`config.mk`:
```
export PLATFORM = sky130hd
export DESIGN_NAME = ks_mp_add_seq_flat
export DESIGN_NICKNAME = d
export VERILOG_FILES = /design/src/rtl/ks_mp_add_seq_pkg.sv /design/src/rtl/ks_mp_add_seq_if.sv /design/src/rtl/ks_mp_add_seq_chunk_add.sv /design/src/rtl/ks_mp_add_seq.sv /design/src/flat_wrapper.sv
export SDC_FILE = /design/constraint.sdc
export NUM_CORES = 1
export LEC_CHECK = 0
export CAP_MARGIN = 20
export CORE_MARGIN = 1.5
export CORE_UTILIZATION = 40
export DETAILED_ROUTE_END_ITERATION = 16
export GPL_ROUTABILITY_DRIVEN = 0
export HOLD_SLACK_MARGIN = 0.12
export PLACE_DENSITY = 0.75
export SYNTH_ARGS = -nofsm -noshare
export SYNTH_HDL_FRONTEND = slang
export SYNTH_HIERARCHICAL = 1
export SYNTH_SLANG_ARGS = --single-unit
```
`constraint.sdc`:
```
create_clock -name clk -period 1.6 [get_ports clk]
set_input_delay 0.32 -clock clk [delete_from_list [all_inputs] [get_ports clk]]
set_output_delay 0.32 -clock clk [all_outputs]
set_load 0.02 [all_outputs]
```
`src/rtl/ks_mp_add_seq_pkg.sv`:
```
// Shared types and width helpers for the multi-precision add sequencer.
// Build option KS_MP_SUB_EN (subtract mode) is handled in the interface and top.
package ks_seq_pkg;

    typedef enum logic [1:0] {IDLE, RUN, DONE} state_e;

    localparam int N_DEF     = 4;
    localparam int WORDS_DEF = 4;

    function automatic int calc_w(input int n, input int words);
        return n * words;
    endfunction

    // A single-chunk build still needs a 1-bit index register.
    function automatic int calc_idx_w(input int words);
        return (words > 1) ? $clog2(words) : 1;
    endfunction

endpackage

```
`src/rtl/ks_mp_add_seq_if.sv`:
```
// Request/result handshake bundle for ks_mp_add_seq; slave = sequencer side.
// KS_MP_SUB_EN adds the in_sub request field.
interface ks_mp_add_seq_if #(parameter int W = 16);

    logic         in_valid;
    logic         in_ready;
    logic [W-1:0] in_a;
    logic [W-1:0] in_b;
    logic         in_cin;
`ifdef KS_MP_SUB_EN
    logic         in_sub;
`endif
    logic         out_valid;
    logic         out_ready;
    logic [W-1:0] out_sum;
    logic         out_cout;
    logic         busy;

    modport slave (
`ifdef KS_MP_SUB_EN
        input  in_sub,
`endif
        input  in_valid, in_a, in_b, in_cin, out_ready,
        output in_ready, out_valid, out_sum, out_cout, busy
    );

    modport master (
`ifdef KS_MP_SUB_EN
        output in_sub,
`endif
        output in_valid, in_a, in_b, in_cin, out_ready,
        input  in_ready, out_valid, out_sum, out_cout, busy
    );

endinterface

```
`src/rtl/ks_mp_add_seq_chunk_add.sv`:
```
// N-bit Kogge-Stone adder with carry-in, sum[N] is the carry-out.
// Purely combinational: zero latency, no backpressure.
module ks_chunk_add #(
    parameter int N = 4
) (
    input  logic [N-1:0] a,
    input  logic [N-1:0] b,
    input  logic         cin,
    output logic [N:0]   sum
);

    localparam int L = (N > 1) ? $clog2(N) : 1;

    logic [N-1:0] p0;
    logic [N-1:0] g;
    logic [N-1:0] pp;
    logic [N-1:0] gn;
    logic [N-1:0] pn;
    logic [N:0]   c;

    // cin is folded into bit 0's generate so the prefix tree yields carries directly.
    always_comb begin
        p0    = a ^ b;
        g     = a & b;
        g[0]  = g[0] | (p0[0] & cin);
        pp    = p0;
        gn    = g;
        pn    = pp;
        for (int s = 0; s < L; s++) begin
            gn = g;
            pn = pp;
            for (int i = (1 << s); i < N; i++) begin
                gn[i] = g[i] | (pp[i] & g[i - (1 << s)]);
                pn[i] = pp[i] & pp[i - (1 << s)];
            end
            g  = gn;
            pp = pn;
        end
        c   = {g, cin};
        sum = {c[N], p0 ^ c[N-1:0]};
    end

endmodule

```
`src/rtl/ks_mp_add_seq.sv`:
```
// Wide A+B+cin over WORDS cycles, one N-bit chunk per cycle, LS chunk first.
// Latency: out_valid WORDS cycles after accept; one op in flight, in_ready low while busy.
// Result held in DONE until out_ready; KS_MP_SUB_EN adds in_sub for A-B.
module ks_mp_add_seq
    import ks_seq_pkg::*;
#(
    parameter int N     = N_DEF,
    parameter int WORDS = WORDS_DEF
) (
    input  logic            clk,
    input  logic            rst,
    ks_mp_add_seq_if.slave  bus
);

    localparam int W  = calc_w(N, WORDS);
    localparam int IW = calc_idx_w(WORDS);

    state_e          state_q, state_d;
    logic [W-1:0]    a_sh_q, a_sh_d;
    logic [W-1:0]    b_sh_q, b_sh_d;
    logic [W-1:0]    acc_q, acc_d;
    logic [W-1:0]    out_sum_q, out_sum_d;
    logic            carry_q, carry_d;
    logic            out_cout_q, out_cout_d;
    logic            out_valid_q, out_valid_d;
    logic [IW-1:0]   idx_q, idx_d;
    logic [N-1:0]    b_chunk;
    logic [N:0]      res;
    logic            in_ready;
`ifdef KS_MP_SUB_EN
    logic            sub_q, sub_d;
`endif

    assign in_ready = !rst && (state_q == IDLE);

`ifdef KS_MP_SUB_EN
    assign b_chunk = sub_q ? ~b_sh_q[N-1:0] : b_sh_q[N-1:0];
`else
    assign b_chunk = b_sh_q[N-1:0];
`endif

    ks_chunk_add #(.N(N)) u_chunk_add (
        .a   (a_sh_q[N-1:0]),
        .b   (b_chunk),
        .cin (carry_q),
        .sum (res)
    );

    always_comb begin
        state_d     = state_q;
        a_sh_d      = a_sh_q;
        b_sh_d      = b_sh_q;
        acc_d       = acc_q;
        out_sum_d   = out_sum_q;
        carry_d     = carry_q;
        out_cout_d  = out_cout_q;
        out_valid_d = out_valid_q;
        idx_d       = idx_q;
`ifdef KS_MP_SUB_EN
        sub_d       = sub_q;
`endif
        case (state_q)
            IDLE: begin
                if (bus.in_valid && in_ready) begin
                    a_sh_d  = bus.in_a;
                    b_sh_d  = bus.in_b;
                    idx_d   = '0;
                    state_d = RUN;
`ifdef KS_MP_SUB_EN
                    sub_d   = bus.in_sub;
                    carry_d = bus.in_sub | bus.in_cin;
                    if (bus.in_sub) carry_d = 1'b1;
`else
                    carry_d = bus.in_cin;
`endif
                end
            end
            RUN: begin
                // Chunk results enter at the top so chunk 0 ends in the low bits.
                acc_d   = (acc_q >> N) | (W'(res[N-1:0]) << (W - N));
                a_sh_d  = a_sh_q >> N;
                b_sh_d  = b_sh_q >> N;
                carry_d = res[N];
                idx_d   = idx_q + 1'b1;
                if (idx_q == IW'(WORDS - 1)) begin
                    out_sum_d   = acc_d;
                    out_cout_d  = res[N];
                    out_valid_d = 1'b1;
                    idx_d       = '0;
                    state_d     = DONE;
                end
            end
            DONE: begin
                if (bus.out_ready) begin
                    out_valid_d = 1'b0;
                    state_d     = IDLE;
                end
            end
            default: state_d = IDLE;
        endcase
    end

    always_ff @(posedge clk) begin
        if (rst) begin
            state_q     <= IDLE;
            a_sh_q      <= '0;
            b_sh_q      <= '0;
            acc_q       <= '0;
            out_sum_q   <= '0;
            carry_q     <= 1'b0;
            out_cout_q  <= 1'b0;
            out_valid_q <= 1'b0;
            idx_q       <= '0;
`ifdef KS_MP_SUB_EN
            sub_q       <= 1'b0;
`endif
        end else begin
            state_q     <= state_d;
            a_sh_q      <= a_sh_d;
            b_sh_q      <= b_sh_d;
            acc_q       <= acc_d;
            out_sum_q   <= out_sum_d;
            carry_q     <= carry_d;
            out_cout_q  <= out_cout_d;
            out_valid_q <= out_valid_d;
            idx_q       <= idx_d;
`ifdef KS_MP_SUB_EN
            sub_q       <= sub_d;
`endif
        end
    end

    assign bus.in_ready  = in_ready;
    assign bus.out_valid = out_valid_q;
    assign bus.out_sum   = out_sum_q;
    assign bus.out_cout  = out_cout_q;
    assign bus.busy      = (state_q != IDLE);

endmodule
```
`src/flat_wrapper.sv`:
```
// flat-port wrapper written by rule: the top's interface ports become plain ports
module ks_mp_add_seq_flat import ks_seq_pkg::*;
#(
    parameter int N     = N_DEF,
    parameter int WORDS = WORDS_DEF
)
  (clk, rst, bus_in_valid, bus_in_a, bus_in_b, bus_in_cin, bus_out_ready, bus_in_ready, bus_out_valid, bus_out_sum, bus_out_cout, bus_busy);
  ks_mp_add_seq_if bus_i ();
  input  logic clk;
  input  logic rst;
  input wire logic [$bits(bus_i.in_valid)-1:0] bus_in_valid;
  input wire logic [$bits(bus_i.in_a)-1:0] bus_in_a;
  input wire logic [$bits(bus_i.in_b)-1:0] bus_in_b;
  input wire logic [$bits(bus_i.in_cin)-1:0] bus_in_cin;
  input wire logic [$bits(bus_i.out_ready)-1:0] bus_out_ready;
  output wire logic [$bits(bus_i.in_ready)-1:0] bus_in_ready;
  output wire logic [$bits(bus_i.out_valid)-1:0] bus_out_valid;
  output wire logic [$bits(bus_i.out_sum)-1:0] bus_out_sum;
  output wire logic [$bits(bus_i.out_cout)-1:0] bus_out_cout;
  output wire logic [$bits(bus_i.busy)-1:0] bus_busy;
  assign bus_i.in_valid = bus_in_valid;
  assign bus_i.in_a = bus_in_a;
  assign bus_i.in_b = bus_in_b;
  assign bus_i.in_cin = bus_in_cin;
  assign bus_i.out_ready = bus_out_ready;
  assign bus_in_ready = bus_i.in_ready;
  assign bus_out_valid = bus_i.out_valid;
  assign bus_out_sum = bus_i.out_sum;
  assign bus_out_cout = bus_i.out_cout;
  assign bus_busy = bus_i.busy;
  ks_mp_add_seq #(.N(N), .WORDS(WORDS)) u_core (.clk(clk), .rst(rst), .bus(bus_i));
endmodule
```
==> impl_metrics.csv, run 1 <==
group,metric,value,unit
outcome,outcome,"finished, violations left",
outcome,violations,"negative setup slack",
cells_and_area,layout-drive-gt1-share,0.144,
floorplan,fp.dieW,85.9,um
global_route,grt_antenna_before_repair,0,
cells_and_area,num_antenna_cells,0,
power_and_ir_drop,p_per_area,994,mW/mm^2
clock_tree,cts_tree,"yes",
placement,place_hpwl,4220,um
sta,setup_ws,-0.141,ns
worst_setup_path,reg2reg_to,"u_core/carry_q$_SDFFE_PP0P_",
logic_synthesis,yosysWarningCount,6,
logic_synthesis,ys.flop_type,"dfxtp_1",
logic_synthesis,yosys.area.top_type,"dfxtp_1",
hold_path,hp-start,"u_core/bus.out_sum[11]$_SDFFE_PP0P_",
power_and_ir_drop,comb_power_share,0.133,
global_route,grt_pass1_vias,2270,
power_and_ir_drop,seq_power_share,0.501,
clock_tree,clk_pin_slew,0.07,ns
drt,drc,0,
drt,via_per_inst,5.13,
drt,ant_nets,0,
worst_setup_path,critPathLaunchType,"flip-flop",
drt,wire_per_inst,13.5,um
floorplan,core,0.00672,mm^2
logic_synthesis,synth_fp_nets,355,
worst_setup_path,crit-reg2reg-launch,"u_core/b_sh_q[0]$_SDFFE_PP0P_",
sta,worst_pin_slew,0.569,ns
worst_setup_path,critical_path.top_delay_family,"adder cells",
logic_synthesis,synthesis.area,0.00275,mm^2
floorplan,start_util,0.409,
sta,slew_headroom,0.620,
global_route,grt_overflow_total,0,
clock_tree,cts.path.max_buffers,2,
worst_setup_path,end_kind,"flip-flop",
floorplan,row_count,30,
floorplan,dieHeight,85.9,um
worst_setup_path,critPathMaxFanout,2,
drt,wl,6150,um
cells_and_area,nets,414,
sta,rsz0062_at_grt,"yes",
floorplan,die-area,0.00738,mm^2
hold_path,whs_path_depth,2,
clock_tree,cts_sinks,67,
worst_setup_path,critical_path_class,"flip-flop to flip-flop",
floorplan,io_pins,57,
placement,place_ws,-0.409,ns
cells_and_area,final_common_cell,"dfxtp_1",
logic_synthesis,synthArstFlopShare,0,
cells_and_area,nFillCells,637,
logic_synthesis,synth-edff-count,0,
logic_synthesis,synth_seq_cells,67,
sta,finalSetupTns,-0.234,ns
sta,holdWs,0.452,ns
cells_and_area,multi_input_area,0.00122,mm^2
cells_and_area,post-route-util,0.542,
power_and_ir_drop,p_total,3.62,mW
logic_synthesis,synthDistinctLibCells,30,
logic_synthesis,synthTopCellsByArea,"dfxtp_1, a21oi_1, nand2_1",
power_and_ir_drop,p_switching,0.956,mW
sta,min_period_over_period,1.09,
logic_synthesis,avgSynthCellArea,8.82,um^2
hold_path,hold_end,"u_core/bus.out_sum[11]$_SDFFE_PP0P_",
power_and_ir_drop,switching_share,0.264,
cells_and_area,seq_area,0.00134,mm^2
sta,skew,0.00651,ns
power_and_ir_drop,irDropWorstVdd,0.461,mV
drt,drtPass1Iterations,4,
clock_tree,cts-root-buf,"clkbuf_8",
global_route,grt_start_max_net_pins,69,
worst_setup_path,reg2reg_slack,-0.14,ns
sta,slew_violations,0,
power_and_ir_drop,power_frac_clock,0.366,
drt,dr_total_vias,2340,
sta,period_minus_slack,1.74,ns
worst_setup_path,cpPeakStageDelay,0.40,ns
logic_synthesis,synth_seq_area_share,0.487,
placement,port_buffers,56,
logic_synthesis,synth_cells,312,
clock_tree,htreeDepth,3,
cells_and_area,final_cell_mix,"dfxtp_1, nand2_1, a21oi_1",
worst_setup_path,crit_required,1.84,ns
flow_run,maxCapViolCount,0,
worst_setup_path,cp_slowest_cell,"fa_2",
worst_setup_path,reg2regPathDepth,7,
hold_path,hp-class,"flip-flop to flip-flop",
power_and_ir_drop,power.internal,2.66,mW
clock_tree,hold_buffers,0,
power_and_ir_drop,p_leak,1.47,nW
global_route,grt_use_total,0.183,
clock_tree,clk_latency,0.35,ns
sta,hold_violations,0,
sta,setup_viol,5,
drt,drt-initial-drc-count,111,
global_route,grt_pass1_wl,10500,um
logic_synthesis,yosys.area.top_type_share,0.487,
cells_and_area,syn2layout_area_growth,32.3,%
clock_tree,cts_buffers,9,
worst_setup_path,crit_chain,"fa_2 -> fa_2 -> a21o_1 -> a21o_1 -> inv_1 -> a21oi_1 -> o221a_1",
worst_setup_path,worst_ep_arrival_time,1.98,ns
worst_setup_path,critical_path_buf_inv_count,1,
sta,fmax,574,MHz
[worst max path at each step]
stage | from | cells past startpoint | endpoint | slack (ns)
final | u_core/b_sh_q[0]$_SDFFE_PP0P_ | 7 | u_core/carry_q$_SDFFE_PP0P_ | -0.14
after detailed placement | bus_in_valid | 4 | u_core/a_sh_q[8]$_SDFFE_PP0P_ | -0.41
after global routing | u_core/b_sh_q[0]$_SDFFE_PP0P_ | 7 | u_core/carry_q$_SDFFE_PP0P_ | -0.22
after global placement | bus_in_valid | 4 | u_core/b_sh_q[4]$_SDFFE_PP0P_ | -0.38
after floorplan | u_core/carry_q$_SDFFE_PP0P_ | 7 | u_core/carry_q$_SDFFE_PP0P_ | -0.11
after CTS | u_core/b_sh_q[0]$_SDFFE_PP0P_ | 7 | u_core/carry_q$_SDFFE_PP0P_ | -0.14
[what timing repair did]
item,CTS,global route
buffers inserted,1,1
gates resized for setup,25,3
pin swaps,3,1
setup endpoints to repair,48,8
[synthesized netlist by cell type, types with 2 or more instances]
| cell | n |
|---|---|
| nor2_1 | 13 |
| inv_1 | 27 |
| a22oi_1 | 7 |
| nand2b_1 | 2 |
| a21o_1 | 3 |
| fa_1 | 2 |
| clkbuf_1 | 7 |
| nor2_2 | 2 |
| o221a_2 | 7 |
| buf_4 | 5 |
| o22ai_1 | 3 |
| nand2_1 | 61 |
| nor2b_1 | 2 |
| ha_1 | 4 |
| dfxtp_1 | 67 |
| a21oi_1 | 56 |
| buf_2 | 11 |
| a2bb2oi_1 | 4 |
| o221a_1 | 18 |
[per-layer routing]
layer / global-route usage / part of all wire / routed length [um] / vias up
li1: - / - / - / 1187
met1: 0.235 / 0.45 / 2780 / 1088
met2: 0.289 / 0.48 / 2980 / 59
met3: 0.0539 / 0.050 / 309 / 6
met4: 0.0704 / 0.013 / 81 / 0
met5: 0 / 0 / 0 / -
[cells by family after synthesis]
group	count (synthesis)	synth area share
compound gates	100	0.258
simple gates	86	0.131
flops	67	0.487
buf+inv	50	0.0800
fa+ha+maj	6	0.0327
xor+xnor	2	0.00637
mux	1	0.00364
[final cells by class]
class	instances	area share
Sequential cell	67	0.369
Multi-Input combinational cell	195	0.334
Timing Repair Buffer	71	0.190
Clock buffer	11	0.0416
Inverter	27	0.0278
Tap cell	80	0.0275
Clock inverter	5	0.00963
[through the flow]
| stage | std cells | area [um^2] |
|---|---|---|
| 4_1_cts | 455 | 3630 |
| 2_1_floorplan | 312 | 2760 |
| 6_report | 456 | 3640 |
| 3_5_place_dp | 438 | 3440 |
| 5_1_grt | 456 | 3640 |
| 3_3_place_gp | 438 | 3440 |
[power groups by stage]
stage	sequential [mW]	combinational, mW	clock (mW)
6_report	1.81	0.481	1.33
3_5_place_dp	1.85	0.467	0
5_1_grt	1.82	0.532	1.44
3_3_place_gp	1.85	0.456	0
2_1_floorplan	1.83	0.291	0
4_1_cts	1.81	0.476	1.36
[state kept, by name (all words and copies together), names as in the netlist]
name,flops
u_core/bus.out_cout,1
u_core/a_sh_q,16
u_core/state_q,2
u_core/b_sh_q,16
u_core/acc_q,12
u_core/bus.out_valid,1
u_core/idx_q,2
u_core/carry_q,1
u_core/bus.out_sum,16
[worst register-to-register path, delay by kind of cell, from the launching register on]
kind	cells	cell delay, ns
fa+ha+maj	2	0.75
compound gates	4	0.49
buf+inv	1	0.05
flops	1	0.34
Note: power is estimated with default switching activity, not from simulation.
==> run 2: changes to the inputs <==
--- a/config.mk
+++ b/config.mk
@@ -8,6 +8,7 @@
 export CAP_MARGIN = 20
 export CORE_MARGIN = 1.5
 export CORE_UTILIZATION = 40
+export CTS_BUF_LIST = sky130_fd_sc_hd__clkbuf_2
 export DETAILED_ROUTE_END_ITERATION = 16
 export GPL_ROUTABILITY_DRIVEN = 0
 export HOLD_SLACK_MARGIN = 0.12
==> constraint.sdc (replaced) <==
create_clock -name clk -period 1.45 [get_ports clk]
set_input_delay 0.29 -clock clk [delete_from_list [all_inputs] [get_ports clk]]
set_output_delay 0.29 -clock clk [all_outputs]
set_load 0.02 [all_outputs]
==> run 2 against run 1 <==
Effect of this change: the flow still finishes with violations (negative setup slack); via count increased by 0.77%; clock power increased by 33%; global-route usage increased by 0.11 points; critical endpoint unchanged; largest cell class unchanged.
==> impl_metrics.csv, run 2 (synthesis gave the netlist of run 1 again) <==
group,metric,value,unit
clock_tree,htreeDepth,3,
hold_path,hp-class,"input pin to flip-flop",
sta,rsz0062_at_grt,"yes",
drt,wl,6310,um
clock_tree,clk_pin_slew,0.19,ns
floorplan,io_pins,57,
drt,wire_per_inst,13.6,um
clock_tree,cts_sinks,67,
drt,via_per_inst,5.07,
outcome,violations,"negative setup slack",
worst_setup_path,critical_path_class,"flip-flop to flip-flop",
worst_setup_path,reg2reg_slack,-0.29,ns
global_route,grt_pass1_wl,10600,um
global_route,grt.met2_usage,0.291,
floorplan,row_count,30,
drt,drt-initial-drc-count,100,
floorplan,start_util,0.409,
floorplan,fp.dieW,85.9,um
global_route,gr-usage-met3,0.0558,
cells_and_area,final_common_cell,"nand2_1",
sta,skew,0.0129,ns
hold_path,hp-start,"rst",
cells_and_area,post-route-util,0.550,
flow_run,maxCapViolCount,0,
hold_path,whs_path_depth,3,
clock_tree,cts_tree,"yes",
floorplan,core,0.00672,mm^2
cells_and_area,stdcell_area,0.00370,mm^2
cells_and_area,syn2layout_area_growth,34.4,%
placement,place_hpwl,4390,um
sta,setup_ws,-0.292,ns
worst_setup_path,crit-reg2reg-launch,"u_core/b_sh_q[0]$_SDFFE_PP0P_",
power_and_ir_drop,p_total,4.32,mW
worst_setup_path,worst_ep_arrival_time,2.15,ns
clock_tree,cts-root-buf,"clkbuf_2",
cells_and_area,nets,423,
global_route,grt_start_max_net_pins,26,
sta,worst_pin_slew,0.557,ns
worst_setup_path,critPathMaxFanout,2,
power_and_ir_drop,p_per_area,1170,mW/mm^2
worst_setup_path,end_kind,"flip-flop",
global_route,grt_antenna_before_repair,0,
placement,place_area,0.00348,mm^2
sta,setup_viol,9,
worst_setup_path,reg2regPathDepth,7,
clock_tree,cts_buffers,9,
clock_tree,clk_latency,0.50,ns
cells_and_area,final_cell_mix,"nand2_1, a21oi_1, dfxtp_1",
drt,drc,0,
worst_setup_path,critPathLaunchType,"flip-flop",
global_route,grt_pass1_vias,2229,
global_route,grt_overflow_total,0,
global_route,use_met1,0.244,
cells_and_area,layout-drive-gt1-share,0.270,
drt,drtPass1Iterations,4,
worst_setup_path,reg2reg_to,"u_core/carry_q$_SDFFE_PP0P_",
sta,slew_violations,0,
placement,place_ws,-0.537,ns
sta,fmax,574,MHz
clock_tree,cts.path.max_buffers,2,
floorplan,die-area,0.00738,mm^2
sta,hold_violations,0,
clock_tree,hold_buffers,0,
drt,ant_nets,0,
placement,port_buffers,56,
global_route,grt_use_total,0.184,
cells_and_area,num_antenna_cells,0,
power_and_ir_drop,p_leak,1.50,nW
worst_setup_path,crit_required,1.86,ns
power_and_ir_drop,irDropWorstVdd,0.879,mV
sta,slew_headroom,0.628,
sta,period_minus_slack,1.74,ns
outcome,outcome,"finished, violations left",
sta,min_period_over_period,1.20,
global_route,grt_busiest_layer,"met2",
drt,dr_total_vias,2358,
floorplan,dieHeight,85.9,um
hold_path,hold_end,"u_core/bus.out_sum[2]$_SDFFE_PP0P_",
run 2: cell count changes in the layout (fill, tap and decap cells not counted), moves of 5 or more:
cell,delta
dfxtp_1,-19
dfxtp_2,+18
dlygate4sd2_1,-18
buf_2,+17
clkbuf_8,-11
buf_4,+10
clkbuf_2,+9
bufinv_16,+5
run 2: power by group:
part	internal, mW	switching (mW)
registers	1.94	0.0679
logic	0.296	0.251
clock network	1.09	0.680
run 2: per-layer routing:
layer	routed length [um]	vias up
li1	-	1206
met1	2880	1078
met2	3050	70
met3	330	4
met4	53	0
met5	0	-
run 2: critical path, stage by stage (launching register included):
cell and delay, ns:
dfxtp_2 0.37, fa_2 0.41, fa_2 0.35, a21o_1 0.16, a21o_1 0.16, inv_1 0.05
a21oi_1 0.05, o221a_1 0.11
run 2: per-stage QoR:
step | cells | hold slack (ns) | TNS (ns)
2_1_floorplan | 312 | 0.432 | -0.464
6_report | 465 | 0.180 | -1.38
3_3_place_gp | 445 | 0.443 | -14.02
3_5_place_dp | 445 | 0.440 | -14.72
4_1_cts | 462 | 0.134 | -1.39
5_1_grt | 465 | 0.130 | -2.02
run 2: worst max-delay path by stage:
stage,from,endpoint,depth (start not counted)
5_1_grt,u_core/b_sh_q[0]$_SDFFE_PP0P_,u_core/carry_q$_SDFFE_PP0P_,7
4_1_cts,u_core/b_sh_q[0]$_SDFFE_PP0P_,u_core/carry_q$_SDFFE_PP0P_,7
2_1_floorplan,u_core/carry_q$_SDFFE_PP0P_,u_core/carry_q$_SDFFE_PP0P_,7
3_5_place_dp,bus_in_valid,u_core/b_sh_q[4]$_SDFFE_PP0P_,4
3_3_place_gp,bus_in_valid,u_core/b_sh_q[1]$_SDFFE_PP0P_,4
6_report,u_core/b_sh_q[0]$_SDFFE_PP0P_,u_core/carry_q$_SDFFE_PP0P_,7
run 2: repair_timing:
item,CTS,global route
setup endpoints to repair,52,41
gates resized for setup,88,25
endpoints found under the hold margin,0,0
setup buffers,1,3
pin swaps,6,7
run 2: area by class of cell:
class	count	area, um^2
Sequential cell	67	1370
Multi-Input combinational cell	195	1230
Clock buffer	9	45.0
Tap cell	80	100
Fill cell	616	3020
Timing Repair Buffer	80	686
Inverter	27	101
Clock inverter	7	164
